File: config.mk
export PLATFORM = sky130hd
export DESIGN_NAME = ps2_move_ctrl
export DESIGN_NICKNAME = d
export VERILOG_FILES = /design/src/rtl/ps2_move_ctrl.sv
export SDC_FILE = /design/constraint.sdc
export NUM_CORES = 1
export LEC_CHECK = 0
export ABC_AREA = 1
export ABC_CLOCK_PERIOD_IN_PS = 3250
export CAP_MARGIN = 20
export CORE_MARGIN = 10
export CORE_UTILIZATION = 45
export DETAILED_ROUTE_END_ITERATION = 16
export GPL_TIMING_DRIVEN = 0
export HOLD_SLACK_MARGIN = 0.03
export SLEW_MARGIN = 20
export SYNTH_ARGS = -nofsm -noshare
export SYNTH_HDL_FRONTEND = slang
export SYNTH_SLANG_ARGS = --single-unit
File: constraint.sdc
create_clock -name clock -period 3.25 [get_ports clock]
set_input_delay 0.65 -clock clock [delete_from_list [all_inputs] [get_ports clock]]
set_output_delay 0.65 -clock clock [all_outputs]
set_load 0.05 [all_outputs]
File: src/rtl/ps2_move_ctrl.sv
// rtl/ps2_move_ctrl.sv - PS/2 arrow-key receiver stepping a clamped block position
// Optional frame checking (start/stop/odd parity) under PS2_PARITY_CHECK_EN.
module ps2_move_ctrl #(
    parameter int STEP    = 8,
    parameter int X_MAX   = 312,
    parameter int Y_MAX   = 232,
    parameter int TIMEOUT = 50000
) (
    input  logic       clock,
    input  logic       resetn,
    input  logic       ps2_clk,
    input  logic       ps2_dat,
    output logic [7:0] scan_code,
    output logic       code_valid,
    output logic       parity_err,
    output logic [8:0] pos_x,
    output logic [7:0] pos_y,
    output logic       move_valid
);
    localparam int TW = $clog2(TIMEOUT + 1);

    typedef enum logic [1:0] {S_IDLE, S_EXT, S_BRK, S_EXT_BRK} state_t;

    logic          clk_meta_q, clk_sync_q, clk_prev_q;
    logic          dat_meta_q, dat_sync_q;
    logic [3:0]    bit_cnt_q;
    logic [9:0]    shift_q;
    logic [TW-1:0] to_cnt_q;
    logic [7:0]    scan_code_q;
    logic          code_valid_q, parity_err_q, move_valid_q;
    logic [8:0]    pos_x_q, pos_x_d;
    logic [7:0]    pos_y_q, pos_y_d;
    state_t        state_q;

    logic fall, frame_last, frame_ok, timed_out, is_arrow, do_move;
    logic [9:0] x_sum, x_dif;
    logic [8:0] y_sum, y_dif;

    assign fall       = clk_prev_q & ~clk_sync_q;
    assign frame_last = fall && (bit_cnt_q == 4'd10);
    assign timed_out  = (bit_cnt_q != 4'd0) && !fall && (to_cnt_q == TW'(TIMEOUT - 1));

    // The completed frame is {stop, parity, d7..d0, start} = {dat_sync_q, shift_q}.
`ifdef PS2_PARITY_CHECK_EN
    assign frame_ok = ~shift_q[0] & dat_sync_q & (^shift_q[9:1]);
`else
    assign frame_ok = 1'b1;
`endif

    assign x_sum = {1'b0, pos_x_q} + 10'(STEP);
    assign x_dif = {1'b0, pos_x_q} - 10'(STEP);
    assign y_sum = {1'b0, pos_y_q} + 9'(STEP);
    assign y_dif = {1'b0, pos_y_q} - 9'(STEP);

    always_comb begin
        pos_x_d  = pos_x_q;
        pos_y_d  = pos_y_q;
        is_arrow = 1'b1;
        case (scan_code_q)
            8'h75:   pos_y_d = y_dif[8] ? 8'd0 : y_dif[7:0];
            8'h72:   pos_y_d = (y_sum > 9'(Y_MAX)) ? 8'(Y_MAX) : y_sum[7:0];
            8'h6B:   pos_x_d = x_dif[9] ? 9'd0 : x_dif[8:0];
            8'h74:   pos_x_d = (x_sum > 10'(X_MAX)) ? 9'(X_MAX) : x_sum[8:0];
            default: is_arrow = 1'b0;
        endcase
    end

    assign do_move = code_valid_q && (state_q == S_EXT) && is_arrow &&
                     ((pos_x_d != pos_x_q) || (pos_y_d != pos_y_q));

    always_ff @(posedge clock or negedge resetn) begin
        if (!resetn) begin
            clk_meta_q   <= 1'b1;
            clk_sync_q   <= 1'b1;
            clk_prev_q   <= 1'b1;
            dat_meta_q   <= 1'b1;
            dat_sync_q   <= 1'b1;
            bit_cnt_q    <= 4'd0;
            shift_q      <= '0;
            to_cnt_q     <= '0;
            scan_code_q  <= 8'd0;
            code_valid_q <= 1'b0;
            parity_err_q <= 1'b0;
            state_q      <= S_IDLE;
            pos_x_q      <= 9'd0;
            pos_y_q      <= 8'd0;
            move_valid_q <= 1'b0;
        end else begin
            clk_meta_q   <= ps2_clk;
            clk_sync_q   <= clk_meta_q;
            clk_prev_q   <= clk_sync_q;
            dat_meta_q   <= ps2_dat;
            dat_sync_q   <= dat_meta_q;
            code_valid_q <= 1'b0;
            parity_err_q <= 1'b0;

            if (fall) begin
                shift_q   <= {dat_sync_q, shift_q[9:1]};
                bit_cnt_q <= frame_last ? 4'd0 : bit_cnt_q + 4'd1;
            end else if (timed_out) begin
                bit_cnt_q <= 4'd0;
            end

            if (fall || bit_cnt_q == 4'd0 || timed_out)
                to_cnt_q <= '0;
            else
                to_cnt_q <= to_cnt_q + TW'(1);

            if (frame_last) begin
                if (frame_ok) begin
                    scan_code_q  <= shift_q[8:1];
                    code_valid_q <= 1'b1;
                end else begin
                    parity_err_q <= 1'b1;
                end
            end

            if (code_valid_q) begin
                case (state_q)
                    S_IDLE:  state_q <= (scan_code_q == 8'hE0) ? S_EXT :
                                        (scan_code_q == 8'hF0) ? S_BRK : S_IDLE;
                    S_EXT:   state_q <= (scan_code_q == 8'hF0) ? S_EXT_BRK : S_IDLE;
                    default: state_q <= S_IDLE;
                endcase
            end

            move_valid_q <= do_move;
            if (do_move) begin
                pos_x_q <= pos_x_d;
                pos_y_q <= pos_y_d;
            end
        end
    end

    assign scan_code  = scan_code_q;
    assign code_valid = code_valid_q;
    assign parity_err = parity_err_q;
    assign pos_x      = pos_x_q;
    assign pos_y      = pos_y_q;
    assign move_valid = move_valid_q;
endmodule
# Yosys cells after proc, flatten, opt, wreduce, memory -nomap -nowiden
# Cells that the tools add are included.
[word_totals]
inputBits = 4
wordCells = 66
output_inout_bits = 28
ff_bits = 64
[op_classes]
n_eq_ne = 11
reduce_logical = 15
add_sub_neg = 6
n_lt_le_gt_ge = 2
muxes = 16
bitwise_logic = 2
[ops]
columns = ["cell", "count"]
rows = [
  ["$eq A8 B7 Y1 const B", 4],
  ["$mux W9", 2],
  ["$pmux W9 S2", 1],
  ["$add A16 B1 Y16 const B", 1],
  ["$eq A16 B16 Y1 const B", 1],
  ["$eq A8 B8 Y1 const B", 2],
  ["$mux W16", 1],
  ["$mux W8", 2],
  ["$pmux W8 S2", 1],
  ["$mux W4", 3],
  ["$add A9 B4 Y10 const B", 1],
  ["$gt A10 B9 Y1 const B", 1],
  ["$sub A9 B4 Y10 const B", 1],
  ["$add A8 B4 Y9 const B", 1],
  ["$gt A9 B8 Y1 const B", 1],
  ["$ne A9 B9 Y1", 1],
  ["$sub A8 B4 Y9 const B", 1],
  ["$ne A8 B8 Y1", 1],
  ["$logic_and A1 B1 Y1", 6],
  ["$mux W2", 3],
  ["$add A4 B1 Y4 const B", 1],
  ["$eq A4 B4 Y1 const B", 1],
  ["$logic_not A4 Y1", 1],
  ["$pmux W2 S2", 1],
  ["other kinds (10)", 13],
]

# Logic depth before layout (Yosys ltp)
[logic_depth]
depth_word = 7
depth_mapped = 20

# Least setup slack after synthesis
# No wires, ideal clock.
[synth_path]
path_kind = "register to register"
start = "reg pos_x_q[3], in the netlist pos_x[3]"
end = "reg pos_x_q[3], in the netlist pos_x[3]"
setup_ns = 0.120
setup_slack_ns = 0.586
t_arrival_ns = 2.544
stages_incl_launch_ff = 20
t_required_ns = 3.130
path_buffers = 1
period_less_slack_ns = 2.664
path_cell_list = "dfrtp_1 > inv_1 > ha_1 > inv_1 > nor2_1 > nand2_1 > nor2_1 > nor2_1 > nand2_2 > nand2_2 > nand2_1 > nand3_1 > nand2_1 > inv_1 > nand2_1 > nor2_2 > nand3_4 > buf_2 > nand3_1 > nand2_1"
[synth_via]
elab_chain_cells = 7
[synth_rtl]
columns = ["element", "line", "rtl"]
rows = [
  ["start, declared", "31", "logic [8:0] pos_x_q, pos_x_d;"],
  ["start signal, assigned", "129", "pos_x_q <= pos_x_d;"],
  ["$add A9 B4 Y10", "50", "assign x_sum = {1'b0, pos_x_q} + 10'(STEP);"],
  ["$gt A10 B9 Y1", "63", "8'h74: pos_x_d = (x_sum > 10'(X_MAX)) ? 9'(X_MAX) : x_sum[8:0];"],
  ["$mux W9", "63", ""],
  ["$pmux W9 S2", "59", "case (scan_code_q)"],
  ["$ne A9 B9 Y1", "69", "((pos_x_d != pos_x_q) || (pos_y_d != pos_y_q));"],
  ["$logic_or A1 B1 Y1", "69", ""],
  ["$logic_and A1 B1 Y1", "68", "assign do_move = code_valid_q && (state_q == S_EXT) && is_arrow &&"],
]
# Parallel ways exist; a longest one is shown, timed or not.
# A chain may end at the register's enable or synchronous reset.

# Worst setup path after layout
# Ends and elaborated chain as after synthesis.

==> results.sh <==
export IMPL_clk_path_buf_depth=2
export IMPL_grt_pass1_vias=3476
export IMPL_min_period_over_period_pct=86.2
export IMPL_ios=32
export IMPL_ys_types=41
export IMPL_ys_ff_latch=63
export IMPL_synth_most_common_cell="nand2_1"
export IMPL_hpwl_microns=6930
export IMPL_p_total_mw=2.01
export IMPL_yosys_mux_area_fraction_pct=0
export IMPL_drc=0
export IMPL_vias_per_cell=5.16
export IMPL_fp_dieH_microns=113
export IMPL_cts_root_buf="clkbuf_8"
export IMPL_syn_inst=544
export IMPL_timing_rr_end="pos_x[3]$_DFFE_PN0P_"
export IMPL_syn_to_final_growth_pct=17.6
export IMPL_slew_headroom_pct=51.3
export IMPL_initial_core_util_pct=46.9
export IMPL_hold_path_class="primary input to async pin"
export IMPL_synthAdderAreaFrac_pct=2.56
export IMPL_r2r_slack_ns=0.45
export IMPL_hold_viol_final=0
export IMPL_max_freq_mhz=357
export IMPL_maxSlewViolCount=0
export IMPL_io_buffers=30
export IMPL_ys_flop_type="dfrtp_1"
export IMPL_yosys_warnings=0
export IMPL_synth_edf_count=0
export IMPL_wl_per_cell_microns=13.4
export IMPL_synth_top_area_share_pct=37.1
export IMPL_rsz0062_at_grt="no"
export IMPL_clock_sinks=63
export IMPL_diodes=0
export IMPL_async_reset_ff_share_pct=100
export IMPL_ant_nets=0
export IMPL_ctsResizeCount=0
export IMPL_dieWidth_microns=113
export IMPL_r2r_start="pos_x[3]$_DFFE_PN0P_"
export IMPL_cp_arrival_ns=3.09
export IMPL_gp_congestion=0.908
export IMPL_final_layout_size_suffix_gt1_share_pct=9.64
export IMPL_tns_ns=0
export IMPL_finalClockSkew_ns=0.0129
export IMPL_syn_area_sq_um=3910
export IMPL_synthSimpleGateAreaFrac_pct=37.3
export IMPL_layoutNonFillerInstCount=696
export IMPL_grt_pass1_wl_microns=16300
export IMPL_setup_viol=0
export IMPL_cts_tree="done"
export IMPL_synth_common_cells="nand2_1, nand3_1, inv_1, dfrtp_1, nor2_1"
export IMPL_yosys_area_top_type="dfrtp_1"
export IMPL_cp_max_fo=10
export IMPL_peakVddDrop_uv=335
export IMPL_cellPowerDensity_nw_per_um2=438
export IMPL_worst_slack_ns=0.449
export IMPL_endpoint="pos_x[3]$_DFFE_PN0P_"
export IMPL_synth_compound_area_share_pct=9.05
export IMPL_clk_latency_ns=0.35
export IMPL_worstSetupPathType="flop to flop"
export IMPL_final_area_sq_um=4600
export IMPL_std_cell_rows=33
export IMPL_cts_setup_buffers=0
export IMPL_final_nets=598
export IMPL_fillers=811
export IMPL_dieArea_sq_um=12800
export IMPL_grt_ovfl_total=0
export IMPL_drtPass1Iterations=4
export IMPL_synth_top_family_by_area="simple AND/OR/NAND/NOR gates"
export IMPL_cts_made_buffers=9
export IMPL_antenna_found_initial=0
export IMPL_grt_max_degree=52
export IMPL_reg2reg_depth=19
export IMPL_worst_pin_slew_ns=0.731
export IMPL_dpl_cell_area_sq_um=4370
export IMPL_critPathCaptureType="flop"
export IMPL_cts_hold_fix_buffers=0
export IMPL_pre_cts_ws_ns=0.475
export IMPL_synth_xor_area_share_pct=1.57
export IMPL_dpl_cell_count=680
export IMPL_ys_seq_area_share_pct=40.5
export IMPL_syn_avg_cell_area_sq_um=7.19
export IMPL_h_tree_depth=3
export IMPL_synth_area_leaders="dfrtp_1, nand2_1, nand3_1"
export IMPL_min_period_ns=2.80
export IMPL_drt_iter0_markers=162
export IMPL_syn_nets=556
export IMPL_clk_pin_slew_worst_paths_ns=0.08
export IMPL_num_vias=3593
export IMPL_crit_start="pos_x[3]$_DFFE_PN0P_"
export IMPL_leakagePower_nw=2.29
export IMPL_required_ns=3.54
export IMPL_drv_cap=0
export IMPL_track_usage_pct=15.1
export IMPL_start_kind="flop"
export IMPL_core_sq_um=8340
export IMPL_run_status="complete, no violations"
export IMPL_finalWirelength_microns=9300
==> cell usage in the layout (no fill, tap or decap), drive strengths merged, types with 8 or more instances in the layout <==
cell	n
inv	72
ha	8
buf	11
nand3	73
nor2	52
nor3	9
clkdlybuf4s50	29
a21oi	12
nand2	156
dfrtp	58
clkbuf	13
o21ai	34
nand4	13
==> power by group <==
| group | leakage [nW] | switching (mW) | internal, mW |
|---|---|---|---|
| Clock | 0.113 | 0.340 | 0.457 |
| Sequential | 0.847 | 0.0632 | 0.863 |
| Combinational | 1.33 | 0.189 | 0.101 |
==> worst max-delay path, stage by stage (launching register included) <==
cell and delay, ns:
dfrtp_1 0.53, inv_1 0.18, ha_1 0.36, inv_1 0.05
nor2_1 0.09, nand2_1 0.06, nor2_1 0.10, nor2_1 0.06
nand2_2 0.09, nand2_2 0.11, nand3_1 0.09, nand2_1 0.07
nand2_1 0.08, nand2_1 0.07, a21oi_2 0.17, nand3_4 0.16
nand2_4 0.17, buf_6 0.16, nand2_1 0.06, nand2_1 0.06
==> area by class of cell <==
class | count | area (sq um) | area share (%)
multi-input cells | 394 | 1980 | 43.0
flip-flops and latches | 63 | 1580 | 34.4
repair buffers | 31 | 325 | 7.07
inverters | 75 | 283 | 6.15
clock buffers | 10 | 138 | 2.99
well taps | 105 | 131 | 2.86
clock inverters | 6 | 93.8 | 2.04
plain buffers | 12 | 70.1 | 1.52
==> registers in the layout (all words and copies together) (netlist names), 2 cells and up <==
register / count
to_cnt_q: 16
pos_x: 9
shift_q: 9
pos_y: 8
scan_code: 8
bit_cnt_q: 4
state_q: 2
==> logic make-up (layout without fill, tap and decap cells) <==
logic type,count (synthesis),in the layout
adder cells (fa/ha/maj),8,8
AO/OA/AOI/OAI,60,60
AND/OR/NAND/NOR,318,318
other,1,1
buffers and inverters,87,134
XOR/XNOR,7,7
flip-flops,63,63
==> per-stage QoR <==
step	utilization, %	hold slack [ns]
CTS	55.2	0.138
global route	55.2	0.148
floorplan	-	0.345
global placement	52.1	0.349
detailed placement	52.4	0.347
finish	55.2	0.141
==> how the worst min path moves through the flow <==
stage	startpoint	endpoint	slack, ns	cells after the start
after floorplan	resetn	bit_cnt_q[0]$_DFFE_PN0P_	0.35	0
after global placement	dat_meta_q$_DFF_PN1_	dat_sync_q$_DFF_PN1_	0.35	0
after detailed placement	clk_meta_q$_DFF_PN1_	clk_sync_q$_DFF_PN1_	0.35	0
after CTS	resetn	pos_x[6]$_DFFE_PN0P_	0.14	1
after global routing	resetn	pos_y[5]$_DFFE_PN0P_	0.15	1
final	resetn	pos_y[5]$_DFFE_PN0P_	0.14	1
==> metal layers <==
layer  up-vias  wire length [microns]  GRT usage (%)
met5         -                      0              0
met4         0                    144           6.09
met3        16                    332           3.17
met2        45                   4540           25.5
met1      1682                   4280           18.2
li1       1850                      -              -
Note: power is estimated with default switching activity, not from simulation.
